## src/rtl/fetch.sv

```systemverilog
// Instruction fetch stage: issues word fetches, queues returned instructions with
// their PCs in order, and flushes/drains cleanly on control-flow redirects.
module fetch #(
  parameter logic [31:0] RESET_PC = 32'h0000_0000,
  parameter int unsigned DEPTH    = 2
) (
  input  logic        clk_i,
  input  logic        rst_i,
  output logic        imem_req_o,
  output logic [31:0] imem_addr_o,
  input  logic        imem_gnt_i,
  input  logic        imem_rvalid_i,
  input  logic [31:0] imem_rdata_i,
  input  logic        redirect_i,
  input  logic [31:0] redirect_pc_i,
  output logic        instr_valid_o,
  input  logic        instr_ready_i,
  output logic [31:0] instr_o,
  output logic [31:0] pc_o
);

  localparam int unsigned PW = (DEPTH > 1) ? $clog2(DEPTH) : 1;
  localparam int unsigned CW = $clog2(DEPTH + 1);
  localparam logic [CW-1:0] FULL = DEPTH[CW-1:0];
  localparam logic [CW:0]   CAP  = DEPTH[CW:0];
  localparam logic [31:0]   NOP  = 32'h0000_0013;

  typedef enum logic {RUN, DRAIN} state_t;

  state_t        state, state_next;
  logic [31:0]   fetch_pc, resp_pc, target;
  logic [CW-1:0] count, outstanding, outstanding_next;
  logic [CW:0]   in_use;
  logic [PW-1:0] rd_ptr, wr_ptr;
  logic [31:0]   q_instr [DEPTH];
  logic [31:0]   q_pc    [DEPTH];
  logic          accept, push, pop, head_valid;

  assign target = {redirect_pc_i[31:2], 2'b00};

  // Credit rule: queued plus in-flight never exceeds DEPTH, so a response always has a slot.
  assign in_use      = {1'b0, count} + {1'b0, outstanding};
  assign imem_req_o  = (state == RUN) & ~redirect_i & ~rst_i & (in_use < CAP);
  assign imem_addr_o = fetch_pc;
  assign accept      = imem_req_o & imem_gnt_i;

  assign push          = imem_rvalid_i & (state == RUN) & ~redirect_i;
  assign head_valid    = (count != '0) & ~rst_i;
  assign instr_valid_o = head_valid & ~redirect_i;
  assign pop           = instr_valid_o & instr_ready_i;
  assign instr_o       = head_valid ? q_instr[rd_ptr] : NOP;
  assign pc_o          = head_valid ? q_pc[rd_ptr]    : 32'h0;

  assign outstanding_next = outstanding + CW'(accept) - CW'(imem_rvalid_i);

  // NOTE: every signal assigned in always_comb gets a default first, so no latch is inferred.
  always_comb begin
    state_next = state;
    if (redirect_i) begin
      state_next = (outstanding_next != '0) ? DRAIN : RUN;
    end else if ((state == DRAIN) && (outstanding_next == '0)) begin
      state_next = RUN;
    end
  end

  // NOTE: sequential state uses non-blocking assignments so all registers update together.
  always_ff @(posedge clk_i) begin
    if (rst_i) begin
      state       <= RUN;
      fetch_pc    <= RESET_PC;
      resp_pc     <= RESET_PC;
      count       <= '0;
      outstanding <= '0;
      rd_ptr      <= '0;
      wr_ptr      <= '0;
    end else begin
      state       <= state_next;
      outstanding <= outstanding_next;
      if (redirect_i) begin
        fetch_pc <= target;
        resp_pc  <= target;
        count    <= '0;
        rd_ptr   <= '0;
        wr_ptr   <= '0;
      end else begin
        if (accept) fetch_pc <= fetch_pc + 32'd4;
        if (push) begin
          resp_pc <= resp_pc + 32'd4;
          wr_ptr  <= wr_ptr + PW'(1);
        end
        if (pop) rd_ptr <= rd_ptr + PW'(1);
        count <= count + CW'(push) - CW'(pop);
      end
    end
  end

  // NOTE: queue storage is deliberately not reset; count gates every read of it.
  always_ff @(posedge clk_i) begin
    if (push) begin
      q_instr[wr_ptr] <= imem_rdata_i;
      q_pc[wr_ptr]    <= resp_pc;
    end
  end

  a_no_overflow: assert property (@(posedge clk_i) disable iff (rst_i)
    !(push && (count == FULL)));

endmodule

```

## config.mk

```make
export PLATFORM = sky130hd
export DESIGN_NAME = fetch
export DESIGN_NICKNAME = d
export VERILOG_FILES = /design/src/rtl/fetch.sv
export SDC_FILE = /design/constraint.sdc
export NUM_CORES = 1
export LEC_CHECK = 0
export BUFFER_PORTS_ARGS = -buffer_cell sky130_fd_sc_hd__buf_4
export CAP_MARGIN = 25
export CORE_MARGIN = 5
export CORE_UTILIZATION = 45
export DETAILED_ROUTE_END_ITERATION = 10
export PLACE_DENSITY = 0.68
export SLEW_MARGIN = 10
export SYNTH_ARGS = -nofsm -noshare
export SYNTH_HDL_FRONTEND = slang
export SYNTH_SLANG_ARGS = --single-unit
```

## constraint.sdc

```tcl
create_clock -name clk_i -period 8.09 [get_ports clk_i]
set_clock_uncertainty 0.2 [all_clocks]
set_input_delay 1.2135 -clock clk_i [delete_from_list [all_inputs] [get_ports clk_i]]
set_output_delay 1.2135 -clock clk_i [all_outputs]
set_load 0.01 [all_outputs]
```

# Yosys cells after proc, flatten, opt, wreduce, memory -nomap -nowiden
# Memory sizes are Yosys's and may differ from the RTL's. A register that Yosys moved wholly into a read port is not among the register bits.
# Cells that the tools add are included.
[word_totals] mem_bits_ro=0 regBits=71 elab_cells=56 inputBits=70 latchBits=0 mem_count=2 mem_bits_rw=128 output_inout_bits=98
[memory_table] memory="q_instr" words=2 word_bits=32 read_ports=1 rd_clocked_by_memory_dff=1 write_ports=1 line="35" source="logic [31:0] q_instr [DEPTH];"
[memory_table] memory="q_pc" words=2 word_bits=32 read_ports=1 rd_clocked_by_memory_dff=1 write_ports=1 line="36" source="logic [31:0] q_pc [DEPTH];"
[op_classes] mul=0 reduce_logical=8 shift=0 n_eq_ne=0 div=0 bitwise_logic=12 magnitude_cmp=1 add_sub_neg=9 mux=15
[ops] cell="two-way mux 32 bit" count=6
[ops] cell="adder 32 x 3 -> 32 bit (second input constant)" count=2
[ops] cell="nonzero test 2 bit" count=5
[ops] cell="AND 1 bit" count=9
[ops] cell="two-way mux 1 bit" count=9
[ops] cell="adder 2 x 1 -> 2 bit" count=2
[ops] cell="subtractor 2 x 1 -> 2 bit" count=2
[ops] cell="adder 2 x 2 -> 3 bit" count=1
[ops] cell="less-than comparator 3 x 2 -> 1 bit (second input constant)" count=1
[ops] cell="inverter 1 bit" count=3
[ops] cell="adder 1 bit (second input constant)" count=2
[ops] cell="logical NOT 2 bit" count=1
[ops] cell="OR reduction 2 bit" count=1
[ops] cell="logical AND 1 bit" count=1

# Depth between registers and ports, before layout
# Gate-level depths: netlist of run 1.
[logic_depth] ltp_word=11 ltp_mapped=14 depth_no_buf=12

# Least setup slack after synthesis of run 1
# Ideal clock, no wire load.
[synth_path] kind="input to register" start="input imem_rvalid_i" end="memory q_instr[0][0], enable pin" path_stages=4 path_slack_ps=3107 arrival_ps=4301 required_time_ps=7408 path_buffers=1 cell_sequence="and2b_1 > clkbuf_1 > nand2_1 > nor2_1"
[synth_via] elab_chain_len=4
[synth_lines] element="from (decl)" line="12" source="input logic imem_rvalid_i,"
[synth_lines] element="AND 1 bit (2 in series)" line="47" source="assign push = imem_rvalid_i & (state == RUN) & ~redirect_i;"
[synth_lines] element="two-way mux 1 bit" line="99" source="if (push) begin"
[synth_lines] element="two-way mux 1 bit (implied by the code)" line="100" source="q_instr[wr_ptr] <= imem_rdata_i;"
[synth_lines] element="to (decl)" line="35"
# No other way between the ends.

# Worst setup path in the final report of run 1
[layout_path] start="input rst_i" end="output pc_o[23]"
[layout_via] elab_chain_len=3
[layout_lines] element="from (decl)" line="8" source="input logic rst_i,"
[layout_lines] element="inverter 1 bit" line="48" source="assign head_valid = (count != '0) & ~rst_i;"
[layout_lines] element="AND 1 bit" line="48"
[layout_lines] element="two-way mux 32 bit" line="52" source="assign pc_o = head_valid ? q_pc[rd_ptr] : 32'h0;"
[layout_lines] element="to (decl)" line="19" source="output logic [31:0] pc_o"
# No other way between the ends.

==> flow_summary.json, run 1 <==
{
  "final.setup.tns_ns": 0,
  "dieArea_um2": 21600,
  "antenna_cells": 0,
  "critPathTopFamily": "buffers and inverters",
  "rsz0062_at_grt": "no",
  "netlist_area_um2": 8440,
  "cts_resized": 0,
  "cp_max_fo": 62,
  "finalNonFillerCells": 1125,
  "drive_above_1_share_pct": 23.7,
  "worst_slew_pin_slew_ns": 0.959,
  "synth_edf_count": 124,
  "crit_top_cell": "buf_4",
  "grtUsageTotal_pct": 18.5,
  "hold_buffers": 0,
  "finalWorstSetupSlack_ns": 3.54,
  "grt_pass1_vias": 5979,
  "wl_per_cell_um": 17.6,
  "area_delta_synth_final_pct": 23.8,
  "grt_start_max_net_pins": 63,
  "core_um2": 18600,
  "max_freq_mhz": 220,
  "cts_setup_buffers": 0,
  "wirelength_um": 19800,
  "io_buffer_count": 161,
  "postRouteAntennaNets": 0,
  "avgViaCountPerCell": 5.45,
  "die_w_um": 147,
  "grt_overflow": 0,
  "cpPeakStageDelay_ns": 0.54,
  "powerDensity_nw_per_um2": 209,
  "clockRootBuffer": "clkbuf_16",
  "clkTransAtPathRegs_ns": 0.07,
  "finalPower_uw": 2190,
  "critPathSlowestCell": "buf_4",
  "ys_async_sr_fraction_pct": 0,
  "antenna_found_initial": 0,
  "fin_crit_ns": 4.55,
  "slew_headroom_pct": 35.5,
  "layout_common_cells": "167 x buf_4, 124 x edfxtp_1, 98 x nor2_1",
  "fin_crit_sh_pct": 56.2,
  "ir_drop_mv": 0.137,
  "status": "finished, final reports clean",
  "synthFlopType": "edfxtp_1",
  "num_vias": 6131,
  "synth_top_cell_by_area": "edfxtp_1",
  "syn_inst": 728,
  "firstDrtPassIters": 5,
  "initial_core_util_pct": 45.4,
  "dp_hpwl_um": 13500,
  "arrival_ns": 3.13,
  "maxCapViolations": 0,
  "synth_area_leaders": "edfxtp_1 44%, dfxtp_1 16%, mux2i_1 7.4%",
  "cts_buffer_depth": 2,
  "cp_data_required_time_ns": 6.68,
  "nets": 955,
  "cts_buffers": 17,
  "crit_type": "in2out",
  "crit_chain": "buf_4 > inv_1 > o21ai_4 > buf_4 > nor2_1 > buf_4",
  "dp_slack_ns": 3.55,
  "drc": 0,
  "worst-path-buf-inv": 4,
  "ys_ff_latch": 192,
  "final_common_cell": "buf_4",
  "start_kind": "input pin",
  "r2r_slack_ns": 4.16,
  "tritoncts": "done",
  "yosysWarnings": 0,
  "crit_path_end_kind": "output pin",
  "cts_max_level": 4,
  "p_leak_uw": 0.00376,
  "placement_rows": 50,
  "cts.sinks": 192,
  "ys_seq_area_share_pct": 60.3,
  "setup_viol": 0,
  "synth_cell_types": 59,
  "drv_slew": 0,
  "grt_pass1_wl_um": 31900,
  "pin_count": 168,
  "drt-initial-drc-count": 322,
  "netlist.area_leader.share_pct": 44.1,
  "avgSynthCellArea_um2": 11.6,
  "fillers": 1588,
  "hold_viol": 0,
  "numPlacedInstances": 1093,
  "clk_latency_ns": 0.43,
  "die_h_um": 147,
  "gp_congestion": 0.849,
  "hp-class": "reg2reg"
}
==> through the flow <==
stage / hold WS (ns) / instance area, um2 / util, %
floorplan: 0.259 / 8450 / -
global placement: 0.275 / 9850 / 53.0
detailed placement: 0.285 / 9850 / 53.0
CTS: 0.303 / 10400 / 56.2
global route: 0.328 / 10400 / 56.2
finish: 0.308 / 10400 / 56.2
==> layer usage <==
metal | up-vias | GRT usage [%] | part of all wire (%)
met5 | - | 0 | 0
met4 | 0 | 5.17 | 1.3
met3 | 28 | 5.03 | 8.8
met2 | 254 | 27.3 | 43
met1 | 2871 | 26.9 | 46
li1 | 2978 | - | -
==> flip-flops by register name, indices dropped and copies added, names as in the netlist, named ones only <==
signal / flops
q_instr: 64
q_pc: 60
imem_addr_o: 30
resp_pc: 30
count: 2
outstanding: 2
rd_ptr: 1
state: 1
wr_ptr: 1
==> worst paths after layout <==
check              start           to  depth (start not counted)
max                rst_i     pc_o[23]                          6
min          resp_pc[24]  q_pc[0][24]                          0
max reg2reg     count[0]        state                         12
min reg2reg  resp_pc[24]  q_pc[0][24]                          0
==> area by class of cell <==
type / count / area [um2] / share of cell area, %
Clock buffer: 18 / 429 / 4.11
Multi-Input combinational cell: 487 / 3170 / 30.3
Inverter: 13 / 48.8 / 0.467
Tap cell: 234 / 293 / 2.80
Clock inverter: 14 / 165 / 1.58
Sequential cell: 192 / 5090 / 48.7
Timing Repair Buffer: 167 / 1250 / 12.0
==> cells in the mapped netlist (4+ instances only) <==
| master | number |
|---|---|
| ha_1 | 6 |
| nand4_1 | 26 |
| and2_1 | 6 |
| nand3_1 | 25 |
| and4_1 | 6 |
| buf_4 | 4 |
| nor4_1 | 11 |
| and3_1 | 14 |
| xnor2_1 | 19 |
| nand2_1 | 43 |
| nor2b_1 | 4 |
| nor2_1 | 99 |
| o21ai_0 | 11 |
| a21boi_0 | 12 |
| buf_1 | 8 |
| a21oi_1 | 25 |
| mux2i_1 | 62 |
| xor2_1 | 24 |
| inv_1 | 12 |
| edfxtp_1 | 124 |
| dfxtp_1 | 68 |
| a211oi_1 | 8 |
| o21a_1 | 10 |
| nor3_1 | 8 |
| a31oi_1 | 14 |
| clkbuf_1 | 25 |
==> kinds of logic after synthesis <==
kind of cell / count (synthesis) / share of synthesized area [%]
fa+ha+maj: 7 / 1.13
buf+inv: 52 / 2.59
simple gates: 267 / 15.9
xor+xnor: 43 / 4.46
other cells: 1 / 0.0444
mux: 65 / 7.76
compound gates: 101 / 7.87
flops: 192 / 60.3
==> power breakdown <==
group | leakage [uW] | internal (uW) | switching (uW)
sequential | 0.00171 | 1100 | 44.3
combinational | 0.00177 | 90.2 | 107
clock | 0.000280 | 486 | 355
total | 0.00376 | 1680 | 506
No activity file was read; power rests on OpenSTA's default activity.
==> inputs of run 2 (changes only) <==
--- a/config.mk
+++ b/config.mk
@@ -10,7 +10,7 @@
 export CORE_MARGIN = 5
 export CORE_UTILIZATION = 45
 export DETAILED_ROUTE_END_ITERATION = 10
-export PLACE_DENSITY = 0.68
+export PLACE_DENSITY = 0.71
 export SLEW_MARGIN = 10
 export SYNTH_ARGS = -nofsm -noshare
 export SYNTH_HDL_FRONTEND = slang
==> constraint.sdc (replaced) <==
create_clock -name clk_i -period 4.1 [get_ports clk_i]
set_clock_uncertainty 0.2 [all_clocks]
set_input_delay 0.615 -clock clk_i [delete_from_list [all_inputs] [get_ports clk_i]]
set_output_delay 0.615 -clock clk_i [all_outputs]
set_load 0.01 [all_outputs]
==> run 2 against run 1 <==
Compared with the run above: critical path depth up 1; largest power group unchanged; global-route usage shrank 0.50 points; clock power grew 92%; sequential power up 97%; core utilization increased by 0.31 points; via count rose by 0.26%; routed wire length is 0.60% lower; register-to-register slack got worse by 3.2 ns; first-iteration DRC count is 2.5% higher; non-clock buffer count grew 7; design area increased by 0.55%.
==> flow_summary.json, run 2 (synthesis results as in run 1) <==
{
  "cp_max_fo": 5,
  "fin_crit_ns": 3.15,
  "grtUsageTotal_pct": 18.0,
  "drc": 0,
  "start_kind": "register",
  "initial_core_util_pct": 45.4,
  "maxCapViolations": 0,
  "postRouteAntennaNets": 0,
  "slew_headroom_pct": 35.3,
  "crit_chain": "and2_1 > fa_1 > or4b_4 > or3_4 > or4_1 > or2_0 > a31oi_1",
  "hold_buffers": 0,
  "hp-class": "in2reg",
  "arrival_ns": 3.30,
  "grt_overflow": 0,
  "num_vias": 6147,
  "dp_hpwl_um": 13800,
  "final_common_cell": "buf_4",
  "clkTransAtPathRegs_ns": 0.07,
  "fin_crit_sh_pct": 76.8,
  "gp_congestion": 0.878,
  "final_core_utilization_pct": 56.5,
  "final.setup.tns_ns": 0,
  "regMostFlops": "q_instr",
  "rr_worst_depth": 7,
  "cts.sinks": 192,
  "largest_register_ff_count": 64,
  "critPathSlowestCell": "or4b_4",
  "core_um2": 18600,
  "drv_slew": 0,
  "wl_per_cell_um": 17.4,
  "layout_common_cells": "173 x buf_4, 124 x edfxtp_1, 98 x nor2_1",
  "cts_buffer_depth": 2,
  "fillers": 1581,
  "firstDrtPassIters": 5,
  "wirelength_um": 19700,
  "rsz0062_at_grt": "no",
  "placement_rows": 50,
  "cpPeakStageDelay_ns": 0.58,
  "grt_pass1_vias": 5813,
  "die_h_um": 147,
  "path_depth": 7,
  "whs_path_depth": 1,
  "avgViaCountPerCell": 5.43,
  "worst_slew_pin_slew_ns": 0.962,
  "io_buffer_count": 161,
  "clk_latency_ns": 0.43,
  "ir_drop_mv": 0.313,
  "drt-initial-drc-count": 330,
  "powerDensity_nw_per_um2": 406,
  "crit_type": "reg2reg",
  "clockRootBuffer": "clkbuf_16",
  "max_freq_mhz": 318,
  "p_leak_uw": 0.00381,
  "critPathTopFamily": "simple AND/OR/NAND/NOR gates",
  "dieArea_um2": 21600,
  "antenna_cells": 0,
  "cts_resized": 0,
  "grt_start_max_net_pins": 69,
  "worst-path-buf-inv": 0,
  "drive_above_1_share_pct": 24.5,
  "tritoncts": "done",
  "largest_registers": "q_instr: 64 flops, q_pc: 60 flops",
  "finalPower_uw": 4260,
  "status": "finished, final reports clean",
  "cp_data_required_time_ns": 4.26,
  "die_w_um": 147,
  "antenna_found_initial": 0,
  "crit_path_end_kind": "register",
  "cts_buffers": 17,
  "hold_viol": 0,
  "grt_pass1_wl_um": 30800,
  "cts_setup_buffers": 0,
  "pin_count": 168,
  "nets": 962,
  "area_delta_synth_final_pct": 24.5,
  "cts_max_level": 4,
  "setup_viol": 0
}
## run 2: area by class of cell
class	count	area (um2)	area share [%]
clock buffer	17	425	4.05
inverter	13	48.8	0.465
multi-input combinational	487	3170	30.1
sequential	192	5090	48.5
clock inverter	15	154	1.47
timing repair buffer	174	1330	12.6
tap	234	293	2.79
## run 2: routing by layer
layer	GRT usage, %	part of all wire, %	vias up
li1	-	-	2993
met1	25.9	47	2892
met2	27.1	44	230
met3	4.16	7.5	32
met4	5.78	1.9	0
met5	0	0	-
## run 2: worst reg2reg max path, cell delays in order, from the launching register on
cell,delay [ns]
dfxtp_1,0.42
and2_1,0.17
fa_1,0.45
or4b_4,0.58
or3_4,0.42
or4_1,0.45
or2_0,0.23
a31oi_1,0.16
## run 2: power by group
part	leakage (uW)	switching (uW)	total [uW]	internal (uW)
Clock	0.000281	748	1610	860
Sequential	0.00171	86.4	2260	2180
Combinational	0.00182	211	394	183
## run 2: final timing paths
kind / slack, ns / endpoint / startpoint
hold reg to reg: 0.30 / q_pc[0][28] / resp_pc[28]
hold / removal: 0.17 / q_instr[1][1] / imem_rdata_i[1]
setup / recovery: 0.95 / imem_addr_o[22] / count[0]
setup reg to reg: 0.95 / imem_addr_o[22] / count[0]
## run 2: metrics by stage
stage | instances | worst slack, ns | cell area [um2] | hold WS, ns
after floorplan | 731 | 0.698 | 8450 | 0.259
after global placement | 1099 | 1.01 | 9890 | 0.276
after detailed placement | 1099 | 0.991 | 9890 | 0.282
after CTS | 1131 | 0.954 | 10500 | 0.149
after global routing | 1132 | 0.802 | 10500 | 0.145
final | 1132 | 0.951 | 10500 | 0.171
